### src/rtl/mac_array_parallel.sv
// Pipelined multi-lane MAC: lane products -> adder tree -> group accumulator with result pulse.
// Optional MAC_ARRAY_ACC_SAT_EN: saturating accumulator add plus a sat_flag output.
module mac_array_parallel #(
  parameter int DATA_WIDTH = 8,
  parameter int NUM_LANES  = 4,
  parameter int ACC_LEN    = 16,
  parameter int ACC_WIDTH  = 2*DATA_WIDTH+16,
  parameter int SIGNED     = 1
) (
  input  logic                              clk,
  input  logic                              reset,
  input  logic                              en,
  input  logic                              in_valid,
  input  logic                              load_accum,
  input  logic [NUM_LANES*DATA_WIDTH-1:0]   act,
  input  logic [NUM_LANES*DATA_WIDTH-1:0]   w,
  input  logic [ACC_WIDTH-1:0]              accum_prev,
  output logic [ACC_WIDTH-1:0]              result,
  output logic                              result_valid,
`ifdef MAC_ARRAY_ACC_SAT_EN
  output logic                              sat_flag,
`endif
  output logic [$clog2(ACC_LEN):0]          beat_cnt
);

  localparam int PROD_W = 2*DATA_WIDTH;
  localparam int SUM_W  = PROD_W + $clog2(NUM_LANES);
  localparam int CNT_W  = $clog2(ACC_LEN) + 1;
  localparam int LANE_W = NUM_LANES*DATA_WIDTH;
  localparam logic SGN  = (SIGNED != 0);
  localparam logic [CNT_W-1:0] CNT_ONE  = CNT_W'(1);
  localparam logic [CNT_W-1:0] CNT_LAST = CNT_W'(ACC_LEN);

  function automatic logic [PROD_W-1:0] op_ext(input logic [DATA_WIDTH-1:0] x);
    return {{DATA_WIDTH{x[DATA_WIDTH-1] & SGN}}, x};
  endfunction

  function automatic logic [SUM_W-1:0] prod_ext(input logic [PROD_W-1:0] p);
    logic [SUM_W-1:0] r;
    r = '0;
    r[PROD_W-1:0] = p;
    for (int i = PROD_W; i < SUM_W; i++) r[i] = p[PROD_W-1] & SGN;
    return r;
  endfunction

  function automatic logic [ACC_WIDTH-1:0] sum_ext(input logic [SUM_W-1:0] s);
    logic [ACC_WIDTH-1:0] r;
    r = '0;
    r[SUM_W-1:0] = s;
    for (int i = SUM_W; i < ACC_WIDTH; i++) r[i] = s[SUM_W-1] & SGN;
    return r;
  endfunction

`ifdef MAC_ARRAY_ACC_SAT_EN
  // Returns {saturated, clamped sum}; clamps to the signed or unsigned ACC_WIDTH range.
  function automatic logic [ACC_WIDTH:0] sat_add(input logic [ACC_WIDTH-1:0] a,
                                                 input logic [ACC_WIDTH-1:0] b);
    logic [ACC_WIDTH:0] s;
    logic               ovf;
    s = {1'b0, a} + {1'b0, b};
    if (SGN) begin
      ovf = (a[ACC_WIDTH-1] == b[ACC_WIDTH-1]) && (s[ACC_WIDTH-1] != a[ACC_WIDTH-1]);
      if (ovf)
        s[ACC_WIDTH-1:0] = a[ACC_WIDTH-1] ? {1'b1, {(ACC_WIDTH-1){1'b0}}}
                                          : {1'b0, {(ACC_WIDTH-1){1'b1}}};
    end else begin
      ovf = s[ACC_WIDTH];
      if (ovf) s[ACC_WIDTH-1:0] = '1;
    end
    return {ovf, s[ACC_WIDTH-1:0]};
  endfunction
`else
  function automatic logic [ACC_WIDTH-1:0] wrap_add(input logic [ACC_WIDTH-1:0] a,
                                                    input logic [ACC_WIDTH-1:0] b);
    return a + b;
  endfunction
`endif

  logic [LANE_W-1:0]              r_act_p0, r_w_p0;
  logic [ACC_WIDTH-1:0]           r_prev_p0, r_prev_p1, r_prev_p2;
  logic                           r_vld_p0, r_vld_p1, r_vld_p2;
  logic                           r_load_p0, r_load_p1, r_load_p2;
  logic [NUM_LANES-1:0][PROD_W-1:0] r_prod_p1;
  logic [SUM_W-1:0]               r_sum_p2;
  logic [ACC_WIDTH-1:0]           r_acc, r_result;
  logic [CNT_W-1:0]               r_cnt;
  logic                           r_result_valid;

  logic [SUM_W-1:0]               w_tree_sum;
  logic [ACC_WIDTH-1:0]           w_base, w_acc_nxt;
  logic [CNT_W-1:0]               w_cnt_nxt;
  logic                           w_done;

  // S1: input capture
  always_ff @(posedge clk) begin
    if (reset) begin
      r_act_p0  <= '0;
      r_w_p0    <= '0;
      r_prev_p0 <= '0;
      r_vld_p0  <= 1'b0;
      r_load_p0 <= 1'b0;
    end else if (en) begin
      r_act_p0  <= act;
      r_w_p0    <= w;
      r_prev_p0 <= accum_prev;
      r_vld_p0  <= in_valid;
      r_load_p0 <= in_valid & load_accum;
    end
  end

  // S2: per-lane products
  always_ff @(posedge clk) begin
    if (reset) begin
      r_prod_p1 <= '0;
      r_prev_p1 <= '0;
      r_vld_p1  <= 1'b0;
      r_load_p1 <= 1'b0;
    end else if (en) begin
      for (int i = 0; i < NUM_LANES; i++)
        r_prod_p1[i] <= op_ext(r_act_p0[i*DATA_WIDTH +: DATA_WIDTH]) *
                        op_ext(r_w_p0[i*DATA_WIDTH +: DATA_WIDTH]);
      r_prev_p1 <= r_prev_p0;
      r_vld_p1  <= r_vld_p0;
      r_load_p1 <= r_load_p0;
    end
  end

  always_comb begin
    w_tree_sum = '0;
    for (int i = 0; i < NUM_LANES; i++)
      w_tree_sum = w_tree_sum + prod_ext(r_prod_p1[i]);
  end

  // S3: reduced lane sum
  always_ff @(posedge clk) begin
    if (reset) begin
      r_sum_p2  <= '0;
      r_prev_p2 <= '0;
      r_vld_p2  <= 1'b0;
      r_load_p2 <= 1'b0;
    end else if (en) begin
      r_sum_p2  <= w_tree_sum;
      r_prev_p2 <= r_prev_p1;
      r_vld_p2  <= r_vld_p1;
      r_load_p2 <= r_load_p1;
    end
  end

  // A load beat restarts the group from the seed, discarding any partial sum.
  assign w_base    = r_load_p2 ? r_prev_p2 : r_acc;
  assign w_cnt_nxt = r_load_p2 ? CNT_ONE : (r_cnt + CNT_ONE);
  assign w_done    = (w_cnt_nxt == CNT_LAST);

`ifdef MAC_ARRAY_ACC_SAT_EN
  logic w_sat_now, w_grp_nxt, r_sat_grp, r_sat_flag;
  assign {w_sat_now, w_acc_nxt} = sat_add(w_base, sum_ext(r_sum_p2));
  assign w_grp_nxt = r_load_p2 ? w_sat_now : (r_sat_grp | w_sat_now);
  assign sat_flag  = r_sat_flag;

  always_ff @(posedge clk) begin
    if (reset) begin
      r_sat_grp  <= 1'b0;
      r_sat_flag <= 1'b0;
    end else if (en) begin
      r_sat_flag <= r_vld_p2 & w_done & w_grp_nxt;
      if (r_vld_p2) r_sat_grp <= w_done ? 1'b0 : w_grp_nxt;
    end
  end
`else
  assign w_acc_nxt = wrap_add(w_base, sum_ext(r_sum_p2));
`endif

  // S4: accumulate and emit on group completion
  always_ff @(posedge clk) begin
    if (reset) begin
      r_acc          <= '0;
      r_cnt          <= '0;
      r_result       <= '0;
      r_result_valid <= 1'b0;
    end else if (en) begin
      r_result_valid <= 1'b0;
      if (r_vld_p2) begin
        if (w_done) begin
          r_result       <= w_acc_nxt;
          r_result_valid <= 1'b1;
          r_acc          <= '0;
          r_cnt          <= '0;
        end else begin
          r_acc <= w_acc_nxt;
          r_cnt <= w_cnt_nxt;
        end
      end
    end
  end

  assign result       = r_result;
  assign result_valid = r_result_valid;
  assign beat_cnt     = r_cnt;

endmodule

### config.mk
export PLATFORM = sky130hd
export DESIGN_NAME = mac_array_parallel
export DESIGN_NICKNAME = d
export VERILOG_FILES = /design/src/rtl/mac_array_parallel.sv
export SDC_FILE = /design/constraint.sdc
export NUM_CORES = 1
export LEC_CHECK = 0
export BUFFER_PORTS_ARGS = -buffer_cell sky130_fd_sc_hd__buf_2
export CAP_MARGIN = 10
export CORE_UTILIZATION = 54
export DETAILED_ROUTE_END_ITERATION = 10
export PLACE_DENSITY = 0.75
export SYNTH_ARGS = -nofsm -noshare
export SYNTH_HDL_FRONTEND = slang
export SYNTH_SLANG_ARGS = --single-unit
### constraint.sdc
create_clock -name clk -period 4.2 [get_ports clk]
set_input_delay 0.21 -clock clk [delete_from_list [all_inputs] [get_ports clk]]
set_output_delay 0.21 -clock clk [all_outputs]
set_load 0.02 [all_outputs]
==> flow_metrics.tcl <==
set metrics [dict create \
    grt_pass1_vias 20625 \
    gp_congestion 0.936 \
    grt_pass1_wl_mm 100 \
    design_area_sq_mm 0.0306 \
    core_sq_mm 0.0443 \
    grt.total_usage_pct 26.4 \
    startpoint_type "register" \
    fillers 3349 \
    yosys.cell_count.top_type "inv_1" \
    slew_headroom_pct 17.2 \
    maxSlewViolCount 0 \
    required_ns 4.61 \
    cap_violations 0 \
    avgSynthCellArea_sq_um 9.32 \
    fin_ws_ns -0.192 \
    cts_buffers 37 \
    rsz0062_at_grt "true" \
    r2r_start "r_w_p0[18]$_SDFFE_PP0P_" \
    ir_drop_v 0.000315 \
    ys_seq_area_share_pct 26.1 \
    pin_count 139 \
    hold_class "primary input to register" \
    ys_top_cells_by_count "inv_1 (339), dfxtp_1 (318), nor2_1 (307)" \
    hold_start "reset" \
    synth_edf_count 0 \
    post-dp-hpwl_mm 43.1 \
    portBuffers 138 \
    synth_top_area_cell "dfxtp_1" \
    total_leakage_power_nw 14.7 \
    routed.top_layer "met4" \
    synth_top_area_share_pct 26.1 \
    cts_tree "done" \
    grt_max_degree 118 \
    nets 3533 \
    holdPathStages 2 \
    finalSetupViolations 12 \
    ys_ff_latch 318 \
    reg2reg_depth 16 \
    clock_latency_ns 0.57 \
    antenna_found_initial 0 \
    cts-root-buf "clkbuf_16" \
    die_w_um 214 \
    htree_levels 2 \
    via_count 19473 \
    antenna_cells 0 \
    final.setup_skew_ns 0.0186 \
    total_power_mw 9.41 \
    ys_types 74 \
    postRouteWirelength_mm 60.9 \
    synth.cell_area_sq_mm 0.0244 \
    async_flop_share_pct 0 \
    drive_gt1_share_pct 23.0 \
    hold_violations 0 \
    initial_core_util_pct 55.0 \
    fp.dieH_um 214 \
    outcome "finished with violations" \
    drcViolationCount 0 \
    drtIter0Drc 1147 \
    path_class "register to register" \
    wl_met1_mm 25.6 \
    violations "setup timing" \
    clock-sinks 318 \
    synth_fp_nets 3134 \
    hold_end "r_prev_p0[13]$_SDFFE_PP0P_" \
    synthCells 2614 \
    fin_crit_ns 4.39 \
    worstPathArrival_ns 4.81 \
    wl_met2_mm 31.2 \
    power_density_mw_per_mm2 308 \
    cp_max_fo 6 \
    ys_warn_count 0 \
    clkSlewWorstSetupHoldPaths_ns 0.06 \
    area_delta_synth_final_pct 25.5 \
    worst_slew_pin_slew_ns 1.24 \
    die_area_sq_mm 0.0460 \
    synth_area_leaders "dfxtp_1 (26%), fa_1 (21%), mux2i_1 (8.9%)" \
    r2r-end "r_prod_p1[47]$_SDFFE_PP0P_" \
    end_kind "register" \
    fmax_mhz 228 \
    post-route-period-util_pct 105 \
    firstDrtPassIters 8 \
    synthFlopType "dfxtp_1" \
    viasPerCell 5.36 \
    overflow 0 \
    wl_met3_mm 2.17 \
    clock_path_buffers 3 \
    rows 77 \
    reg2reg_setup_slack_ns -0.19 \
    placed_area_sq_mm 0.0269 \
    antenna_left 0 \
    wl_per_cell_um 16.7 \
]
worst max path at each step:
stage | start | endpoint | slack (ns)
final | r_w_p0[18]$_SDFFE_PP0P_ | r_prod_p1[47]$_SDFFE_PP0P_ | -0.19
after global routing | r_act_p0[20]$_SDFFE_PP0P_ | r_prod_p1[42]$_SDFFE_PP0P_ | -0.29
after CTS | r_act_p0[29]$_SDFFE_PP0P_ | r_prod_p1[62]$_SDFFE_PP0P_ | -0.11
after detailed placement | r_act_p0[28]$_SDFFE_PP0P_ | r_prod_p1[62]$_SDFFE_PP0P_ | -0.30
after global placement | r_act_p0[2]$_SDFFE_PP0P_ | r_prod_p1[15]$_SDFFE_PP0P_ | -0.18
after floorplan | r_act_p0[15]$_SDFFE_PP0P_ | r_prod_p1[31]$_SDFFE_PP0P_ | -0.02
state kept, by name, indices dropped and copies added, names as in the netlist:
name	count
r_sum_p2	18
r_acc	32
r_vld_p0	1
r_prev_p0	32
r_act_p0	32
r_vld_p2	1
r_load_p1	1
r_w_p0	32
r_prod_p1	64
result	32
r_load_p0	1
r_prev_p1	32
r_prev_p2	32
beat_cnt	5
r_vld_p1	1
result_valid	1
r_load_p2	1
logic make-up after synthesis:
family	count (synthesis)	synth area share (%)
and+or+nand+nor	803	15.5
buffers and inverters	434	6.70
adders and majority gates	419	29.4
DFF	318	26.1
AOI/OAI and AO/OA	292	8.30
muxes	250	10.4
xor gates and xnor gates	98	3.52
worst max-delay path, cell delays in order (launching register included):
cell	delay, ns
dfxtp_4	0.36
and2_4	0.16
fa_1	0.56
inv_2	0.04
fa_1	0.51
inv_2	0.04
fa_1	0.56
inv_2	0.04
fa_1	0.50
inv_2	0.05
ha_4	0.30
nand2_4	0.08
a211oi_4	0.27
a41o_1	0.26
o41ai_2	0.10
xnor2_1	0.28
a211oi_1	0.12
final cells by class:
cell class	count	area, sq um	share of cell area (%)
Multi-Input combinational cell	1862	17200	56.4
Sequential cell	318	6500	21.3
Timing Repair Buffer	454	3390	11.1
Inverter	340	1280	4.19
Clock buffer	51	1090	3.56
Tap cell	592	741	2.42
Clock inverter	17	319	1.04
through the flow:
stage / instances / worst slack, ns / hold slack [ns] / util (%) / TNS, ns
2_1_floorplan: 2614 / -0.0178 / 0.357 / - / -0.0178
3_3_place_gp: 3439 / -0.182 / 0.435 / 60.8 / -1.40
3_5_place_dp: 3439 / -0.304 / 0.443 / 60.8 / -3.16
4_1_cts: 3623 / -0.109 / 0.0493 / 67.9 / -0.443
5_1_grt: 3634 / -0.287 / 0.0762 / 69.0 / -3.71
6_report: 3634 / -0.192 / 0.0261 / 69.0 / -1.28
routing by layer:
layer,track usage [%],up-vias
met5,0,-
met1,33.1,9594
met4,8.00,0
met3,3.06,135
li1,-,9314
met2,47.4,430
where the power goes:
part / switching (mW) / internal [mW] / total, mW
Combinational: 1.24 / 1.12 / 2.36
Sequential: 0.174 / 3.17 / 3.34
Clock: 1.39 / 2.32 / 3.71
repair_timing:
item	CTS	global route
pin swaps	87	64
gates resized for setup	194	103
setup endpoints to repair	22	24
setup buffers	18	11
hold buffers	98	0
endpoints found under the hold margin	98	0
cell usage in the layout (no fill, tap or decap), types with 31 or more instances in the layout:
cell,Yosys,routed
nand3_1,35,35
xnor2_1,79,76
clkbuf_16,0,37
mux2_2,33,33
buf_4,0,207
ha_1,165,133
nor3_1,41,31
inv_2,0,37
nor2_1,307,301
inv_1,339,302
and2_1,168,144
buf_2,3,136
fa_1,254,243
a21oi_1,100,91
nand2_1,165,151
mux2i_1,217,217
dlygate4sd3_1,0,98
dfxtp_1,318,265
Power figures use the tool's default switching activity.
